--- src/rtl/mem_arb_pkg.sv ---
// Shared definitions for the I/D memory port arbiter.
// Holds the arbiter state encoding, the requester side encoding and the
// default widths that the cache controllers also use.
package mem_arb_pkg;

  localparam int unsigned DefMemLatency = 4;
  localparam int unsigned DefAddrW      = 16;
  localparam int unsigned DefBlockW     = 64;
  localparam int unsigned DefCntW       = 16;

  typedef enum logic [2:0] {
    StIdle,
    StIRead,
    StDRead,
    StDWrite,
    StDone
  } arb_state_e;

  typedef enum logic {
    SideI = 1'b0,
    SideD = 1'b1
  } side_e;

endpackage

--- src/rtl/sat_counter.sv ---
// Saturating up-counter used for the per-side transfer statistics.
// Ports:
//   clk, reset_n : clock, asynchronous active-low reset
//   inc          : add one this cycle (ignored once the count is all-ones)
//   count        : current count
module sat_counter #(
  parameter int unsigned CNT_W = 16
) (
  input  logic             clk,
  input  logic             reset_n,
  input  logic             inc,
  output logic [CNT_W-1:0] count
);

  logic [CNT_W-1:0] count_q, count_d;

  always_comb begin
    count_d = count_q;
    if (inc && (count_q != '1)) begin
      count_d = count_q + 1'b1;
    end
  end

  always_ff @(posedge clk or negedge reset_n) begin
    if (!reset_n) begin
      count_q <= '0;
    end else begin
      count_q <= count_d;
    end
  end

  assign count = count_q;

endmodule

--- src/rtl/mem_port_arbiter.sv ---
// Round-robin arbiter sharing one fixed-latency memory port between the
// I-cache (block reads) and D-cache (block reads and evictions).
// Ports:
//   clk, reset_n                       : clock, asynchronous active-low reset
//   i_req_read, i_req_addr             : I-side read request (level)
//   i_rdata, i_done                    : I-side fill data and completion pulse
//   d_req_read, d_req_write, d_req_addr,
//   d_wdata                            : D-side read / write request (level)
//   d_rdata, d_done                    : D-side fill data and completion pulse
//   mem_addr, mem_read, mem_write,
//   mem_wdata, mem_rdata               : shared memory port
//   busy                               : a transfer is in progress
//   i_xfer_cnt, d_xfer_cnt             : saturating grant counters
module mem_port_arbiter
  import mem_arb_pkg::*;
#(
  parameter int unsigned MEM_LATENCY = DefMemLatency,
  parameter int unsigned ADDR_W      = DefAddrW,
  parameter int unsigned BLOCK_W     = DefBlockW,
  parameter int unsigned CNT_W       = DefCntW
) (
  input  logic               clk,
  input  logic               reset_n,
  input  logic               i_req_read,
  input  logic [ADDR_W-1:0]  i_req_addr,
  output logic [BLOCK_W-1:0] i_rdata,
  output logic               i_done,
  input  logic               d_req_read,
  input  logic               d_req_write,
  input  logic [ADDR_W-1:0]  d_req_addr,
  input  logic [BLOCK_W-1:0] d_wdata,
  output logic [BLOCK_W-1:0] d_rdata,
  output logic               d_done,
  output logic [ADDR_W-1:0]  mem_addr,
  output logic               mem_read,
  output logic               mem_write,
  output logic [BLOCK_W-1:0] mem_wdata,
  input  logic [BLOCK_W-1:0] mem_rdata,
  output logic               busy,
  output logic [CNT_W-1:0]   i_xfer_cnt,
  output logic [CNT_W-1:0]   d_xfer_cnt
);

  localparam int unsigned LatW = (MEM_LATENCY > 1) ? $clog2(MEM_LATENCY) : 1;
  localparam logic [LatW-1:0] LatLast = LatW'(MEM_LATENCY - 1);

  arb_state_e         state_q, state_d;
  side_e              last_grant_q, last_grant_d;
  logic [LatW-1:0]    cnt_q, cnt_d;
  logic [ADDR_W-1:0]  addr_q, addr_d;
  logic [BLOCK_W-1:0] wdata_q, wdata_d;
  logic [BLOCK_W-1:0] i_rdata_q, i_rdata_d;
  logic [BLOCK_W-1:0] d_rdata_q, d_rdata_d;
  logic               i_inc, d_inc;
  logic               i_pend, d_pend, pick_d;

  // Block addresses are word-aligned; the low bits are dropped on grant.
  logic unused_addr_bits;
  assign unused_addr_bits = ^{i_req_addr[1:0], d_req_addr[1:0]};

  assign i_pend = i_req_read;
  assign d_pend = d_req_read | d_req_write;
  // On conflict, serve the side that did not win last time.
  assign pick_d = d_pend & (~i_pend | (last_grant_q == SideI));

  always_comb begin
    state_d      = state_q;
    last_grant_d = last_grant_q;
    cnt_d        = cnt_q;
    addr_d       = addr_q;
    wdata_d      = wdata_q;
    i_rdata_d    = i_rdata_q;
    d_rdata_d    = d_rdata_q;
    i_inc        = 1'b0;
    d_inc        = 1'b0;

    unique case (state_q)
      StIdle: begin
        cnt_d = '0;
        if (pick_d) begin
          // A pending write is serviced before a pending read.
          state_d      = d_req_write ? StDWrite : StDRead;
          last_grant_d = SideD;
          addr_d       = {d_req_addr[ADDR_W-1:2], 2'b00};
          if (d_req_write) begin
            wdata_d = d_wdata;
          end
          d_inc = 1'b1;
        end else if (i_pend) begin
          state_d      = StIRead;
          last_grant_d = SideI;
          addr_d       = {i_req_addr[ADDR_W-1:2], 2'b00};
          i_inc        = 1'b1;
        end
      end
      StIRead, StDRead, StDWrite: begin
        if (cnt_q == LatLast) begin
          cnt_d   = '0;
          state_d = StDone;
          if (state_q == StIRead) begin
            i_rdata_d = mem_rdata;
          end
          if (state_q == StDRead) begin
            d_rdata_d = mem_rdata;
          end
        end else begin
          cnt_d = cnt_q + 1'b1;
        end
      end
      StDone: begin
        state_d = StIdle;
      end
      default: begin
        state_d = StIdle;
      end
    endcase
  end

  always_ff @(posedge clk or negedge reset_n) begin
    if (!reset_n) begin
      state_q      <= StIdle;
      last_grant_q <= SideI;
      cnt_q        <= '0;
      addr_q       <= '0;
      wdata_q      <= '0;
      i_rdata_q    <= '0;
      d_rdata_q    <= '0;
    end else begin
      state_q      <= state_d;
      last_grant_q <= last_grant_d;
      cnt_q        <= cnt_d;
      addr_q       <= addr_d;
      wdata_q      <= wdata_d;
      i_rdata_q    <= i_rdata_d;
      d_rdata_q    <= d_rdata_d;
    end
  end

  sat_counter #(
    .CNT_W(CNT_W)
  ) u_i_cnt (
    .clk    (clk),
    .reset_n(reset_n),
    .inc    (i_inc),
    .count  (i_xfer_cnt)
  );

  sat_counter #(
    .CNT_W(CNT_W)
  ) u_d_cnt (
    .clk    (clk),
    .reset_n(reset_n),
    .inc    (d_inc),
    .count  (d_xfer_cnt)
  );

  // In DONE, last_grant_q still names the side that owns the transfer.
  assign mem_read  = (state_q == StIRead) || (state_q == StDRead);
  assign mem_write = (state_q == StDWrite);
  assign mem_addr  = (mem_read || mem_write) ? addr_q : '0;
  assign mem_wdata = mem_write ? wdata_q : '0;
  assign i_done    = (state_q == StDone) && (last_grant_q == SideI);
  assign d_done    = (state_q == StDone) && (last_grant_q == SideD);
  assign busy      = (state_q != StIdle);
  assign i_rdata   = i_rdata_q;
  assign d_rdata   = d_rdata_q;

endmodule

--- config.mk ---
export PLATFORM = sky130hd
export DESIGN_NAME = mem_port_arbiter
export DESIGN_NICKNAME = d
export VERILOG_FILES = /design/src/rtl/mem_arb_pkg.sv /design/src/rtl/sat_counter.sv /design/src/rtl/mem_port_arbiter.sv
export SDC_FILE = /design/constraint.sdc
export NUM_CORES = 1
export LEC_CHECK = 0
export ABC_CLOCK_PERIOD_IN_PS = 1800
export BUFFER_PORTS_ARGS = -buffer_cell sky130_fd_sc_hd__buf_2
export CORE_UTILIZATION = 34
export DETAILED_ROUTE_END_ITERATION = 12
export GPL_ROUTABILITY_DRIVEN = 0
export MAX_ROUTING_LAYER = met4
export PLACE_DENSITY_LB_ADDON = 0.1
export SYNTH_ARGS = -nofsm -noshare
export SYNTH_HDL_FRONTEND = slang
export SYNTH_SLANG_ARGS = --single-unit
export TNS_END_PERCENT = 100
--- constraint.sdc ---
create_clock -name clk -period 1.8 [get_ports clk]
set_input_delay 0.18 -clock clk [delete_from_list [all_inputs] [get_ports clk]]
set_output_delay 0.18 -clock clk [all_outputs]
set_load 0.03 [all_outputs]
Word-level counts from Yosys, hierarchy flattened
Cells that the tools add are included.
- $add $sub $neg: 3
- equality and inequality tests: 9
- mux-type cells: 18
- bitwise logic cells: 5
- reduce and logical (&&, ||, !) cells: 16
- operator list (operator ; count):
    two-way mux 64 bit ; 1
    two-way mux 16 bit ; 3
    adder 16 x 1 -> 16 bit, second input constant ; 2
    inequality test 16 bit, second input constant ; 2
    two-way mux 3 bit ; 3
    AND reduction 3 bit ; 3
    two-way mux 1 bit ; 8
    == test 3 x 2 -> 1 bit, second input constant ; 2
    case mux 3 bit (2 select lines) ; 1
    logical AND 1 bit ; 4
    case mux 2 bit (2 select lines) ; 1
    AND reduction 2 bit ; 2
    nonzero test 2 bit ; 2
    == test 3 x 1 -> 1 bit, second input constant ; 1
    == test 3 bit, second input constant ; 1
    logical NOT 3 bit ; 1
    inequality test 3 bit, second input constant ; 1
    nonzero test 3 bit ; 1
    OR reduction 3 bit ; 1
    adder 2 x 1 -> 2 bit, second input constant ; 1
    == test 2 bit, second input constant ; 1
    logical OR 1 bit ; 2
    two-way mux 2 bit ; 1
    inequality test 2 bit, second input constant ; 1
    3 further kinds ; 5
- register bits after elaboration: 246
- input port bits: 165
- output and inout bits: 245
- word-level logic and storage cells: 60

Depth between registers and ports, before layout
- depth in word-level cells: 6
- mapped depth: 6

By module
A second synthesis with hierarchy kept.
- cell total of the unflattened synthesis: 720
- area total of the unflattened synthesis: 10575.1 sq um
- modules (own cells, without submodules) (module ; times used ; cells each ; area each (sq um) ; seq. area each (sq um)):
    mem_port_arbiter ; 1 ; 576 ; 8856.0 ; 5305.1
    sat_counter ; 2 ; 72 ; 859.6 ; 400.4

Worst setup path after synthesis
Ideal clock, no wire load.
- path kind: register to register
- start: register u_i_cnt.count_q[0] (netlist: u_i_cnt.count[0])
- end: register u_i_cnt.count_q[11] (netlist: u_i_cnt.count[11])
- setup time: 0.139 ns
- data arrival time: 1.877 ns
- data required time: 1.661 ns
- setup slack: -0.217 ns
- stages on the path, launching flop included: 7
- path buffers: 1
- period minus slack after synthesis: 2.017 ns
- cell sequence: dfrtp_1 > ha_1 > nand4_1 > nor4_2 > buf_2 > nor4b_1 > xor2_1
- longest elaborated chain between the ends: 2
- elaborated cells between the ends (all ways): 3
- classes of those cells: add/sub: 1; eq/ne: 1; reduce/logical: 1
- RTL lines (item ; line ; text):
    start: declaration ; sat_counter.sv:15 ; logic [CNT_W-1:0] count_q, count_d;
    start signal: assignment ; sat_counter.sv:28 ; count_q <= count_d;
    branches (longest 2 deep; another with adder 16 x 1 -> 16 bit) ; - ;
Several ways; the timed one is not identified.
A chain may end at the register's enable or synchronous reset.

Final worst setup path
- start: register state_q[2]
- end: output port mem_wdata[33]
- longest elaborated chain between the ends: 2
- RTL lines (item ; line ; text):
    start: declaration ; mem_port_arbiter.sv:47 ; arb_state_e state_q, state_d;
    start signal: assignment ; mem_port_arbiter.sv:121 ; state_q <= StIdle;
    start signal: assignment ; mem_port_arbiter.sv:129 ; state_q <= state_d;
    == test 3 x 2 -> 1 bit ; mem_port_arbiter.sv:159 ; assign mem_write = (state_q == StDWrite);
    two-way mux 64 bit ; mem_port_arbiter.sv:161 ; assign mem_wdata = mem_write ? wdata_q : '0;
    end: declaration ; mem_port_arbiter.sv:37 ; output logic [BLOCK_W-1:0] mem_wdata,
Every way passes these cells.

==> flow_metrics.py <==
metrics = {
    "outcome": {
        "status": "complete, but fails checks",
        "failed_checks": "negative setup slack",
    },
    "cts": {
        "cts.sinks": 244,
        "cts_buffers": 27,
        "cts_max_path_buffers": 3,
        "cts_tree": "built",
        "clkLatencyLatePin_ns": 0.53,
        "path_clk_slew_ns": 0.06,
        "root_buffer": "clkbuf_16",
        "htreeDepth": 1,
    },
    "place": {
        "dp_cells": 1557,
        "io_buffers": 403,
        "place_hpwl_mm": 19.96,
    },
    "global_route": {
        "grt_pass1_vias": 8544,
        "globalRouteOverflowTotal": 0,
        "track_usage": 0.1966,
        "grt_start_max_net_pins": 65,
        "antenna_found_initial": 1,
        "grt_pass1_wl_mm": 46.68,
    },
    "yosys": {
        "ys.flop_type": "dfrtp_1",
        "synthSimpleGateAreaFrac": 0.1147,
        "synth_seq_cells": 244,
        "synth.top_cell.area_share": 0.5992,
        "ys_warn_count": 0,
        "synth-async-reset-ratio": 1.000,
        "synthMuxAreaShare": 0.2155,
        "synth_top_family_by_area": "multiplexers",
        "avgSynthCellArea_um2": 13.64,
        "yosysTopAreaCell": "dfrtp_1",
        "synthAdderAreaFrac": 0.003684,
        "syn_area_um2": 10190,
        "synth_xor_area_frac": 0.02493,
        "synth_top_cells_by_area": "dfrtp_1, mux2_2, and2_1",
        "synth.distinct_cells": 41,
        "synth-edff-count": 0,
        "ys_seq_area_frac": 0.5992,
        "syn_inst": 747,
        "synth_compound_area_frac": 0.01928,
    },
    "cells_and_area": {
        "nNetsFinal": 1562,
        "area_growth_pct": 67.79,
        "finish.utilization": 0.5784,
        "final_cells": 1800,
        "mostFrequentLayoutCell": "buf_2",
        "final_cell_mix": "buf_2, dfrtp_1, mux2_2",
        "layout-drive-gt1-share": 0.5884,
    },
    "critical_path": {
        "worst-path-max-fanout": 16,
        "crit_top_cell": "buf_6",
        "crit_slowest_cell": "dfrtp_2",
        "end_kind": "output pin",
        "critPathLaunchType": "register",
        "crit_required_ns": 1.62,
        "worstPathArrival_ns": 1.90,
        "cpPeakStageDelay_ns": 0.42,
        "path_cells": "buf_6 > nor3b_4 > buf_12 > buf_16 > and2_1 > buf_6",
        "worstSetupPathType": "register to output pin",
        "path_buf_inv": 4,
        "worst_path_dominant_cell_family": "buffers and inverters",
    },
    "pwr": {
        "switching_share": 0.4063,
        "p_clk_frac": 0.165,
        "vdd_ir_drop_max_mv": 0.8519,
        "switchingPower_mw": 12.44,
        "sequentialPowerShare": 0.301,
        "p_leak_nw": 8.219,
        "power.density_nw_per_um2": 1790,
        "p_int_mw": 18.17,
        "pwr-share-comb": 0.533,
    },
    "routing": {
        "routedWlPerCell_um": 17.91,
        "antenna_left": 0,
        "drt-pass1-iter-count": 4,
        "post-route-drc-count": 0,
        "finalWirelength_mm": 32.24,
        "drt_iter0_markers": 289,
        "vias_per_cell": 4.658,
        "vias": 8384,
    },
    "sta": {
        "slew_headroom": 0.6193,
        "slew_violations": 0,
        "hold_viol": 0,
        "max_slew.worst_pin.slew_ns": 0.5690,
        "rsz0062_at_grt": "yes",
        "fin_ws_ns": -0.2801,
        "skew_ns": 0.01342,
        "tns_ns": -40.94,
        "fin_crit_ns": 2.080,
        "fin_crit_sh": 1.156,
        "clock.fmax_ghz": 0.4807,
        "report.final.setup_viol": 231,
    },
    "floorplanning": {
        "start_util": 0.3447,
        "dieArea_um2": 30670,
        "core-area_um2": 29560,
        "rows": 63,
        "num_io_pins": 410,
        "dieHeight_um": 175.1,
        "dieWidth_um": 175.1,
    },
    "min_path": {
        "worstHoldPathType": "primary input to async pin",
    },
    "flow_run": {
        "drv_cap": 0,
    },
}
-- flip-flops by register name, summed over array words and instances (netlist names) --
name           cells
addr_q            14
i_rdata           64
u_d_cnt.count     16
d_rdata           64
state_q            3
cnt_q              2
wdata_q           64
last_grant_q       1
u_i_cnt.count     16
-- power by group through the flow --
stage | sequential, mW | clock, mW | combinational [mW]
2_1_floorplan | 12.1 | 0 | 5.63
3_3_place_gp | 9.14 | 0 | 12.8
3_5_place_dp | 9.26 | 0 | 12.9
4_1_cts | 9.20 | 5.24 | 15.1
5_1_grt | 9.54 | 5.45 | 17.1
6_report | 9.23 | 5.06 | 16.3
-- path summary, 6_finish.rpt --
kind / slack [ns] / end / from / cells past startpoint
max: -0.28 / mem_wdata[33] / state_q[2] / 6
min reg2reg: 0.50 / wdata_q[31] / wdata_q[31] / 1
min in group clk: 0.23 / last_grant_q / d_req_read / 4
max reg2reg: -0.22 / wdata_q[41] / state_q[2] / 8
max in group asynchronous: 0.97 / wdata_q[42] / reset_n / 3
min: 0.19 / i_rdata[13] / reset_n / 2
-- per-stage QoR --
stage / setup WS (ns) / hold WS [ns] / instance area [µm²] / power, mW
6_report: -0.2801 / 0.1877 / 17100 / 30.61
5_1_grt: -0.3678 / 0.2047 / 17100 / 32.14
4_1_cts: -0.3131 / 0.1874 / 16260 / 29.55
3_5_place_dp: 0.01940 / 0.1585 / 13120 / 22.15
3_3_place_gp: 0.05189 / 0.1606 / 13120 / 21.94
2_1_floorplan: 0.005831 / -0.1156 / 10220 / 17.77
-- area by class of cell --
cell class	count	area (µm²)
fillers	2472	12460
clock buffers	38	757.0
repair buffers	654	5293
multi-input cells	463	4398
diodes	1	2.502
flip-flops and latches	244	6115
clock inverters	6	30.03
inverters	4	15.01
well taps	390	488.0
-- repair_timing --
item | in CTS | in global routing
gates resized for setup | 209 | 101
hold buffers | 158 | 0
pin swaps | 12 | 52
setup endpoints to repair | 82 | 174
endpoints found under the hold margin | 390 | 0
gates cloned | 4 | 13
buffers inserted | 5 | 19
-- synthesized netlist by cell type, types with 2 or more instances --
cell,number
nand4_1,10
xor2_1,28
dfrtp_1,244
nand2_1,39
mux2_1,4
mux2_2,191
ha_1,3
nand3_1,10
nor4_1,9
o21ai_0,3
and4_1,4
and2_1,79
nor4b_1,4
and3_1,4
clkbuf_1,14
buf_2,8
a31oi_1,14
a21o_1,2
nor2_1,26
nor3b_1,4
buf_4,14
nor3_1,12
inv_1,3
-- per-layer routing --
metal / vias up / wire length, µm / GRT usage
met2: 291 / 16250 / 0.3284
li1: 3901 / - / -
met3: 54 / 1732 / 0.03634
met5: - / 0 / -
met4: 0 / 810 / 0.05652
met1: 4138 / 13440 / 0.2422
-- cell families (layout without fill, tap and decap cells) --
| logic type | after synthesis | count (layout) |
|---|---|---|
| DFF | 244 | 244 |
| and+or+nand+nor | 208 | 208 |
| muxes | 195 | 195 |
| buffers and inverters | 42 | 702 |
| xor gates and xnor gates | 29 | 29 |
| AOI/OAI and AO/OA | 25 | 26 |
| adders and majority gates | 3 | 3 |
| other | 1 | 3 |
(Power assumes the default switching activity.)
